==> config.mk <==
export PLATFORM = sky130hd
export DESIGN_NAME = fixed_point_slow_scale
export DESIGN_NICKNAME = d
export VERILOG_FILES = /design/src/rtl/fixed_point_pkg.sv /design/src/rtl/fixed_point_mul_shift.sv /design/src/rtl/fixed_point_slow_scale.sv
export SDC_FILE = /design/constraint.sdc
export NUM_CORES = 1
export LEC_CHECK = 0
export BUFFER_PORTS_ARGS = -buffer_cell sky130_fd_sc_hd__buf_2
export CORE_MARGIN = 2
export CORE_UTILIZATION = 57
export CTS_CLUSTER_DIAMETER = 30
export DETAILED_ROUTE_END_ITERATION = 10
export GPL_TIMING_DRIVEN = 0
export PLACE_DENSITY_LB_ADDON = 0.3
export SLEW_MARGIN = 0
export SYNTH_ARGS = -nofsm -noshare
export SYNTH_HDL_FRONTEND = slang
export SYNTH_SLANG_ARGS = --single-unit
export TNS_END_PERCENT = 1
==> constraint.sdc <==
create_clock -name clk_in -period 6.68 [get_ports clk_in]
set_input_delay 1.002 -clock clk_in [delete_from_list [all_inputs] [get_ports clk_in]]
set_output_delay 1.002 -clock clk_in [all_outputs]
set_load 0.01 [all_outputs]
==> src/rtl/fixed_point_pkg.sv <==
// Shared fixed-point types and helpers for the fixed_point_* blocks: FSM state
// encoding and a generic arithmetic-shift / optional-saturate function.
package fixed_point_pkg;

  localparam int FP_MAX_W = 128;

  typedef enum logic [1:0] {
    FP_IDLE = 2'd0,
    FP_RUN  = 2'd1,
    FP_DONE = 2'd2
  } fp_state_e;

  typedef struct packed {
    logic signed [FP_MAX_W-1:0] value;
    logic                       ovf;
  } fp_res_t;

  // Floor-shift a wide product; when sat_en is set, clamp to an out_w-bit signed range.
  function automatic fp_res_t fp_shift_sat(input logic signed [FP_MAX_W-1:0] prod,
                                           input int                         shift,
                                           input int                         out_w,
                                           input logic                       sat_en);
    fp_res_t                    res;
    logic signed [FP_MAX_W-1:0] one;
    logic signed [FP_MAX_W-1:0] shifted;
    logic signed [FP_MAX_W-1:0] max_v;
    logic signed [FP_MAX_W-1:0] min_v;
    one     = 128'sd1;
    shifted = prod >>> shift;
    max_v   = (one <<< (out_w - 1)) - one;
    min_v   = ~max_v;
    res.value = shifted;
    res.ovf   = 1'b0;
    if (sat_en) begin
      if (shifted > max_v) begin
        res.value = max_v;
        res.ovf   = 1'b1;
      end else if (shifted < min_v) begin
        res.value = min_v;
        res.ovf   = 1'b1;
      end else begin
        res.value = shifted;
        res.ovf   = 1'b0;
      end
    end else begin
      res.value = shifted;
      res.ovf   = 1'b0;
    end
    return res;
  endfunction

endpackage

==> src/rtl/fixed_point_mul_shift.sv <==
// Combinational signed multiply, floor shift by EXTRA, then wrap or saturate to P_WIDTH.
module fixed_point_mul_shift
  import fixed_point_pkg::*;
#(
  parameter int   S_WIDTH = 16,
  parameter int   V_WIDTH = 16,
  parameter int   P_WIDTH = 16,
  parameter int   EXTRA   = 14,
  parameter logic SAT_EN  = 1'b0
) (
  input  logic signed [S_WIDTH-1:0] s_i,
  input  logic signed [V_WIDTH-1:0] v_i,
  output logic signed [P_WIDTH-1:0] p_o,
  output logic                      ovf_o
);

  localparam int PROD_W = S_WIDTH + V_WIDTH;

  logic signed [PROD_W-1:0]   prod_s;
  logic signed [FP_MAX_W-1:0] prod_ext_s;
  fp_res_t                    res_s;
  logic                       unused_hi_s;

  assign prod_s     = s_i * v_i;
  assign prod_ext_s = FP_MAX_W'(prod_s);
  assign res_s      = fp_shift_sat(prod_ext_s, EXTRA, P_WIDTH, SAT_EN);

  // Keeping only the low P_WIDTH bits is the wrap; saturated values already fit.
  assign p_o         = res_s.value[P_WIDTH-1:0];
  assign ovf_o       = res_s.ovf;
  assign unused_hi_s = ^res_s.value[FP_MAX_W-1:P_WIDTH];

endmodule

==> src/rtl/fixed_point_slow_scale.sv <==
// Scales an N-element vector by a scalar, one element per cycle through a shared
// multiplier. Define FIXED_POINT_SLOW_SCALE_SAT_EN for saturation plus overflow_out.
module fixed_point_slow_scale
  import fixed_point_pkg::*;
#(
  parameter int S_WIDTH     = 16,
  parameter int S_FRAC_BITS = 14,
  parameter int V_WIDTH     = 16,
  parameter int V_FRAC_BITS = 14,
  parameter int P_WIDTH     = 16,
  parameter int P_FRAC_BITS = 14,
  parameter int N           = 3
) (
  input  logic                        clk_in,
  input  logic                        rst_in,
  input  logic                        valid_in,
  output logic                        ready_out,
  input  logic signed [S_WIDTH-1:0]   S,
  input  logic signed [N*V_WIDTH-1:0] V,
  output logic                        valid_out,
  output logic signed [N*P_WIDTH-1:0] P,
  output logic                        overflow_out
);

  localparam int             EXTRA  = S_FRAC_BITS + V_FRAC_BITS - P_FRAC_BITS;
  localparam int             IW     = (N > 1) ? $clog2(N) : 1;
  localparam logic [IW-1:0]  I_LAST = IW'(N - 1);

`ifdef FIXED_POINT_SLOW_SCALE_SAT_EN
  localparam logic SAT_EN = 1'b1;
`else
  localparam logic SAT_EN = 1'b0;
`endif

  generate
    if (EXTRA < 0 || P_WIDTH > S_WIDTH + V_WIDTH || N < 1 || S_WIDTH + V_WIDTH > FP_MAX_W) begin : g_bad_cfg
      $fatal(1, "fixed_point_slow_scale: illegal width/fraction parameters");
    end
  endgenerate

  fp_state_e                   state_q, state_d;
  logic [IW-1:0]               i_q, i_d;
  logic signed [S_WIDTH-1:0]   s_q, s_d;
  logic signed [N*V_WIDTH-1:0] v_q, v_d;
  logic signed [N*P_WIDTH-1:0] p_q, p_d;
  logic                        accept_s;
  logic                        run_s;
  logic                        last_s;
  logic signed [V_WIDTH-1:0]   v_sel_s;
  logic signed [P_WIDTH-1:0]   elem_s;
  logic                        elem_ovf_s;

  assign accept_s = valid_in && ready_out;
  assign run_s    = (state_q == FP_RUN);
  assign last_s   = (i_q == I_LAST);
  assign v_sel_s  = v_q[i_q*V_WIDTH +: V_WIDTH];

  fixed_point_mul_shift #(
    .S_WIDTH (S_WIDTH),
    .V_WIDTH (V_WIDTH),
    .P_WIDTH (P_WIDTH),
    .EXTRA   (EXTRA),
    .SAT_EN  (SAT_EN)
  ) u_mul_shift (
    .s_i   (s_q),
    .v_i   (v_sel_s),
    .p_o   (elem_s),
    .ovf_o (elem_ovf_s)
  );

  // FSM state register
  always_ff @(posedge clk_in or posedge rst_in) begin
    if (rst_in) begin
      state_q <= FP_IDLE;
    end else begin
      state_q <= state_d;
    end
  end

  // FSM next-state logic
  always_comb begin
    state_d = state_q;
    case (state_q)
      FP_IDLE: begin
        if (accept_s) state_d = FP_RUN;
        else          state_d = FP_IDLE;
      end
      FP_RUN: begin
        if (last_s) state_d = FP_DONE;
        else        state_d = FP_RUN;
      end
      FP_DONE: begin
        if (accept_s) state_d = FP_RUN;
        else          state_d = FP_IDLE;
      end
      default: state_d = FP_IDLE;
    endcase
  end

  // FSM outputs decoded from the state register
  always_comb begin
    ready_out = 1'b0;
    valid_out = 1'b0;
    case (state_q)
      FP_IDLE: ready_out = 1'b1;
      FP_RUN:  ready_out = 1'b0;
      FP_DONE: begin
        ready_out = 1'b1;
        valid_out = 1'b1;
      end
      default: ready_out = 1'b0;
    endcase
  end

  // Operand capture, element index and result write-back
  always_comb begin
    s_d = s_q;
    v_d = v_q;
    i_d = i_q;
    p_d = p_q;
    if (accept_s) begin
      s_d = S;
      v_d = V;
      i_d = '0;
    end else if (run_s) begin
      p_d[i_q*P_WIDTH +: P_WIDTH] = elem_s;
      if (last_s) i_d = '0;
      else        i_d = i_q + IW'(1);
    end else begin
      p_d = p_q;
    end
  end

  // Datapath registers
  always_ff @(posedge clk_in or posedge rst_in) begin
    if (rst_in) begin
      s_q <= '0;
      v_q <= '0;
      i_q <= '0;
      p_q <= '0;
    end else begin
      s_q <= s_d;
      v_q <= v_d;
      i_q <= i_d;
      p_q <= p_d;
    end
  end

  assign P = p_q;

`ifdef FIXED_POINT_SLOW_SCALE_SAT_EN
  logic ovf_q, ovf_d;

  // Overflow is cleared by each accept and sticks once any element clamps
  always_comb begin
    ovf_d = ovf_q;
    if (accept_s)                  ovf_d = 1'b0;
    else if (run_s && elem_ovf_s)  ovf_d = 1'b1;
    else                           ovf_d = ovf_q;
  end

  // Overflow register
  always_ff @(posedge clk_in or posedge rst_in) begin
    if (rst_in) ovf_q <= 1'b0;
    else        ovf_q <= ovf_d;
  end

  assign overflow_out = ovf_q;
`else
  logic unused_ovf_s;
  assign unused_ovf_s = elem_ovf_s;
  assign overflow_out = 1'b0;
`endif

endmodule
# [Word level (Yosys, flattened, before mapping)]
# Index checks and enable logic that the tools add are counted.
# Widths: inputs -> output; s select.
[classes] n_addsub=2 n_mul=1 div_mod_pow=0 n_lt_le_gt_ge=0 n_eq_ne=3 shifts=3 n_mux=9 n_bitwise=1 reduce_logical=5
[op_table] operator="$bwmux 48" count=1
[op_table] operator="$shift 16x34->48 const A" count=1
[op_table] operator="$shiftx 16x34->48" count=1
[op_table] operator="$shiftx 48x7->16" count=1
[op_table] operator="$neg 6->34" count=1
[op_table] operator="$mul 16x16->30" count=1
[op_table] operator="$mux 2" count=4
[op_table] operator="$eq 2x2->1 const B" count=2
[op_table] operator="$pmux 2 s2" count=1
[op_table] operator="$mux 1" count=3
[op_table] operator="$add 2x1->2 const B" count=1
[op_table] operator="$eq 2x1->1 const B" count=1
[op_table] operator="$logic_not 2->1" count=1
[op_table] operator="$reduce_and 2->1" count=1
[op_table] operator="$reduce_bool 2->1" count=1
[op_table] operator="$reduce_or 2->1" count=1
[op_table] operator="$logic_and 1x1->1" count=1
[op_table] operator="$not 1->1" count=1
[totals] reg_bits=116 latchBits=0 ramBits=0 romBits=0 input_bits=67 output_inout_bits=51 wordCells=29 mem_count=0

# [Depth between registers and ports, before layout]
[depth] depth_word=6 depth_mapped=29 mapped_depth_nobuf=25

# [Hierarchy]
# From an unflattened synthesis, not the netlist that was laid out.
[unflattened] cells_unflattened=1472 hier_area_um2=14485.1
[modules_own_cells] module="fixed_point_mul_shift" n_inst=1 cells_per_inst=1055 area_each_um2=9339.0 seq_area_each_um2=0.0
[modules_own_cells] module="fixed_point_slow_scale" n_inst=1 cells_per_inst=417 area_each_um2=5146.2 seq_area_each_um2=2902.8

# [Least setup slack after synthesis]
# Ideal clock, no wire load.
[synth_path] path_type="register to register" start="register i_q[1]" end="register p_q[15], in the netlist P[15]" setup_ns=0.122 arrival_ns=7.088 t_required_ns=6.558 slack_ns=-0.530 stages_incl_launch_ff=25 path_buffers=3 period_less_slack_ns=7.210 path_cell_list="dfrtp_1 > buf_6 > nor2b_1 > clkbuf_1 > nand2_1 > o21ai_0 > clkbuf_1 > nand2_1 > fa_1 > inv_1 > fa_1 > fa_1 > fa_1 > fa_1 > inv_1 > fa_1 > inv_1 > ha_1 > a21o_1 > a21o_1 > a221o_1 > a22o_1 > a2111oi_2 > o21ai_0 > a32o_1"
[synth_via] elab_chain_cells=4 elab_cells_between_ends=6 cone_classes="add/sub: 1; mul: 1; shift: 3; mux: 1"
[synth_lines] item="start: declaration" line_no="fixed_point_slow_scale.sv:42" source="logic [IW-1:0] i_q, i_d;"
[synth_lines] item="start signal: assignment" line_no="fixed_point_slow_scale.sv:144" source="i_q <= i_d;"
[synth_lines] item="$shiftx 48x7->16" line_no="fixed_point_slow_scale.sv:56" source="assign v_sel_s = v_q[i_q*V_WIDTH +: V_WIDTH];"
[synth_lines] item="$mul 16x16->30" line_no="fixed_point_mul_shift.sv:24" source="assign prod_s = s_i * v_i;"
[synth_lines] item="$shiftx 16x34->48" line_no="fixed_point_slow_scale.sv:126" source="p_d[i_q*P_WIDTH +: P_WIDTH] = elem_s;"
[synth_lines] item="$bwmux 48 (*)" line_no="fixed_point_slow_scale.sv:126"
[synth_lines] item="end signal: assignment" line_no="fixed_point_slow_scale.sv:145" source="p_q <= p_d;"
[synth_lines] item="end: declaration" line_no="fixed_point_slow_scale.sv:45" source="logic signed [N*P_WIDTH-1:0] p_q, p_d;"
# Mark *: on every way between the ends. The rest lies on a longest branch, timed or not.
# A chain may end at the register's enable or synchronous reset.

# [Worst setup path in the final report]
# Ends and elaborated chain as after synthesis.

==> key figures <==
Floorplanning
  • Die outline area: 26400 um^2
  • Vertical die dimension: 162 um
  • Width of the die: 162 um
  • Number of placed I/O pins: 118
  • Core footprint: 24500 um^2
  • Starting utilization of the core area: 0.585
  • # rows: 57

Synth
  • Dominant cells by area after synthesis: fa_1, dfrtp_1, inv_1
  • Register area share after synthesis: 0.203
  • Post-synthesis average cell area: 10.0 um^2
  • Number of synthesized flops with an enable pin: 0
  • Biggest area consumer among synthesized cells: fa_1
  • Mapped cell area: 14300 um^2
  • Yosys reg bits: 116
  • Primary flip-flop cell chosen by synthesis mapping: dfrtp_1
  • Net Count, Synth: 1824
  • Yosys synthesis warning count: 0
  • Gate count after technology mapping: 1429
  • Area share of the leading cell type in the synthesized netlist: 0.346
  • Share of async-settable or async-resettable flops after synthesis: 1.00
  • Post-synthesis cell type count: 55

Critical path
  • Cell Chain, Critical Path: buf_12, buf_16, mux2i_4, o21ai_4, buf_8, buf_4, buf_6, nand2_1, fa_1, fa_1, fa_1, inv_2, fa_1, fa_1, fa_1, ha_4, nand4_1, buf_4, nor4_4, a21o_4, a2111oi_4, buf_4, or3_1, a32o_2
  • Startpoint types: flip-flop
  • Startpoint of the worst register-to-register path: i_q[1]$_DFFE_PP0P_
  • Reg2Reg Setup Slack: -0.38 ns
  • Category of the worst setup path capture point: flip-flop
  • Cell with the largest stage delay on the worst path: fa_1
  • CP max stage delay: 0.61 ns
  • Worst R2R Path Depth: 24
  • Setup CP Type: reg2reg
  • Most common cell on crit path: fa_1
  • Data arrival time of the critical path: 7.37 ns
  • R2R Path End: P[15]$_DFFE_PP0P_
  • Data required time at the worst endpoint: 6.99 ns
  • Highest net fanout along the worst path: 6

Clock tree
  • CTS Sinks: 116
  • Clock transition at the registers of the reported paths: 0.06 ns
  • Master cell of the clock root buffer: clkbuf_16
  • TritonCTS clock tree: yes
  • Number of clock buffers inserted by TritonCTS: 17
  • Clock buffer depth: 2
  • Number of H-tree levels: 4
  • Later-pin clock latency in the skew report: 0.43 ns

Layout
  • Fraction of layout cells with a size suffix above 1: 0.273
  • Core occupancy in the finished layout: 0.722
  • P&R area growth vs syn: 23.6%
  • Number of nets in the final layout: 2040

Routing
  • Detailed-route DRC error count: 0
  • Number of iterations in the first detailed-routing pass: 10
  • Per-cell via count in the routed design: 5.81
  • Final antenna-violating net count: 0
  • DR vias: 11514
  • Number of design-rule violations left by the first detailed-router iteration: 1010
  • Final wirelength: 41.6 mm
  • Avg WL per Cell: 21.0 um

GRT
  • Via count of the first global-routing pass: 12386
  • Maximum number of pins on one net before global-route repair: 73
  • Total congestion overflow after global routing: 0
  • All-layer global routing usage: 0.327
  • Number of antenna violations at the first check in global routing: 2
  • First-pass GRT wire length: 65.5 mm

Place
  • Setup WS pre-CTS: -1.38 ns
  • Routability-driven placement congestion ratio: 0.953
  • HPWL after detailed placement: 28.4 mm
  • Count of input and output buffers: 116

Timing
  • Achievable frequency: 0.142 GHz
  • Setup slack after layout: -0.384 ns
  • Relative slew slack: 0.460
  • Final worst path period share: 1.06
  • Crit path time final: 7.06 ns
  • Setup repair after global routing missed its margin: yes
  • Hold slack final: 0.485 ns
  • Number of endpoints failing setup at the final stage: 43
  • Clock tree skew after final layout: 0.0176 ns
  • Final hold violation count: 0
  • Tightest Pin Transition: 0.804 ns
  • Final max-slew violation count: 0

Run
  • Max-cap viol count: 0

Hold path
  • Hold path depth: 2
  • Hold Crit Endpoint: P[24]$_DFFE_PP0P_
  • Hold WC Path Type: reg2reg
  • Start point of the worst min-delay path: P[24]$_DFFE_PP0P_

Run status
  • Violated checks: negative setup slack
  • Result of the run: complete, but fails checks
==> per-stage QoR <==
stage | setup TNS (ns) | instances | instance area (um^2)
4_1_cts | -3.40 | 1968 | 17300
5_1_grt | -14.28 | 1982 | 17700
3_5_place_dp | -55.19 | 1870 | 15400
3_3_place_gp | -53.54 | 1869 | 15400
6_report | -7.18 | 1983 | 17700
2_1_floorplan | -0.161 | 1429 | 14400
==> critical path, delay by kind of cell, from the launching register on <==
| kind | cells | cell delay (ns) |
|---|---|---|
| multiplexers | 1 | 0.19 |
| flip-flops | 1 | 0.46 |
| AO/OA/AOI/OAI | 4 | 0.77 |
| adder cells (fa/ha/maj) | 7 | 3.38 |
| AND/OR/NAND/NOR | 4 | 1.03 |
| buffers and inverters | 8 | 1.12 |
==> repair_timing <==
action / 4_1_cts / 5_1_grt
buffers inserted: 65 / 14
setup endpoints to repair: 48 / 48
resized for setup: 171 / 54
gates cloned: 3 / 0
pin swaps: 91 / 42
hold buffers: 0 / 0
==> layer usage <==
metal  vias up  track usage  part of all wire
met3       176       0.0609             0.084
met1      5817        0.412              0.36
met5         -            0           0.00031
li1       4856            -                 -
met4         2        0.149             0.055
met2       663        0.555              0.50
==> sequential cells by signal (all words and copies together) (netlist names) <==
signal   flops
v_q         48
i_q          2
state_q      2
P           48
s_q         16
==> cells in the mapped netlist (2+ instances only) <==
| cell type | count |
|---|---|
| nor2_1 | 26 |
| a221o_1 | 4 |
| or3_1 | 2 |
| fa_1 | 247 |
| inv_1 | 309 |
| nand2b_1 | 5 |
| buf_1 | 3 |
| xor2_1 | 8 |
| xnor2_1 | 22 |
| o21a_1 | 2 |
| a31o_2 | 3 |
| clkbuf_1 | 50 |
| a211oi_1 | 3 |
| a211o_1 | 3 |
| o21ai_0 | 23 |
| a41oi_1 | 2 |
| a22o_1 | 36 |
| buf_2 | 3 |
| mux2_2 | 65 |
| or2_2 | 5 |
| a21o_1 | 14 |
| o21ai_1 | 3 |
| and2_1 | 125 |
| dfrtp_1 | 116 |
| and4_1 | 5 |
| a21oi_1 | 28 |
| nor3_1 | 3 |
| mux2i_1 | 19 |
| and3_1 | 3 |
| o211ai_1 | 2 |
| nand3b_1 | 6 |
| o31a_1 | 2 |
| nand4_1 | 14 |
| nor4_1 | 5 |
| nand2_1 | 150 |
| ha_1 | 81 |
| a31oi_1 | 5 |
| nand3_1 | 5 |
| nor2b_1 | 6 |
==> layout make-up <==
| type | count | area [um^2] |
|---|---|---|
| fillers | 1653 | 6790 |
| clock buffers | 17 | 425 |
| well taps | 324 | 405 |
| inverters | 309 | 1170 |
| repair buffers | 199 | 1330 |
| multi-input cells | 946 | 10800 |
| plain buffers | 56 | 438 |
| flip-flops and latches | 116 | 2910 |
| diodes | 1 | 2.50 |
| clock inverters | 15 | 158 |
==> logic make-up after synthesis <==
logic type	Yosys count	synth area share
buf+inv	367	0.0974
simple gates	361	0.128
fa+ha+maj	328	0.417
mux	84	0.0645
xor+xnor	31	0.0195
compound gates	141	0.0706
other cells	1	0.000262
flops	116	0.203
==> worst max path at each step <==
stage / end / cells after the start / slack [ns] / start
floorplan: P[40]$_DFFE_PP0P_ / 24 / -0.04 / i_q[1]$_DFFE_PP0P_
global placement: P[41]$_DFFE_PP0P_ / 23 / -1.39 / i_q[1]$_DFFE_PP0P_
detailed placement: P[41]$_DFFE_PP0P_ / 23 / -1.38 / i_q[1]$_DFFE_PP0P_
CTS: P[47]$_DFFE_PP0P_ / 24 / -0.16 / i_q[1]$_DFFE_PP0P_
global route: P[15]$_DFFE_PP0P_ / 25 / -0.54 / i_q[1]$_DFFE_PP0P_
finish: P[15]$_DFFE_PP0P_ / 24 / -0.38 / i_q[1]$_DFFE_PP0P_
==> cell usage in the layout (no fill, tap or decap), types with 6 or more instances in the layout <==
cell type / count
a21oi_1: 23
xnor2_2: 8
buf_8: 6
xnor2_1: 15
ha_4: 14
a22o_1: 35
mux2_2: 64
nand4_1: 14
inv_2: 12
dfrtp_1: 114
nor2_1: 25
a21o_1: 13
fa_2: 9
clkbuf_16: 17
o21ai_1: 6
nand2_2: 10
nand3b_1: 6
fa_1: 238
buf_6: 10
clkbuf_1: 29
buf_4: 71
ha_1: 67
mux2i_4: 8
buf_2: 116
mux2i_1: 9
xor2_1: 6
o21ai_4: 12
clkbuf_8: 10
and2_1: 122
inv_1: 294
nand2_1: 140
Power is left out: the tool's default activity adds up to more than one toggle a clock period on the data nets, which glitch-free logic cannot reach.
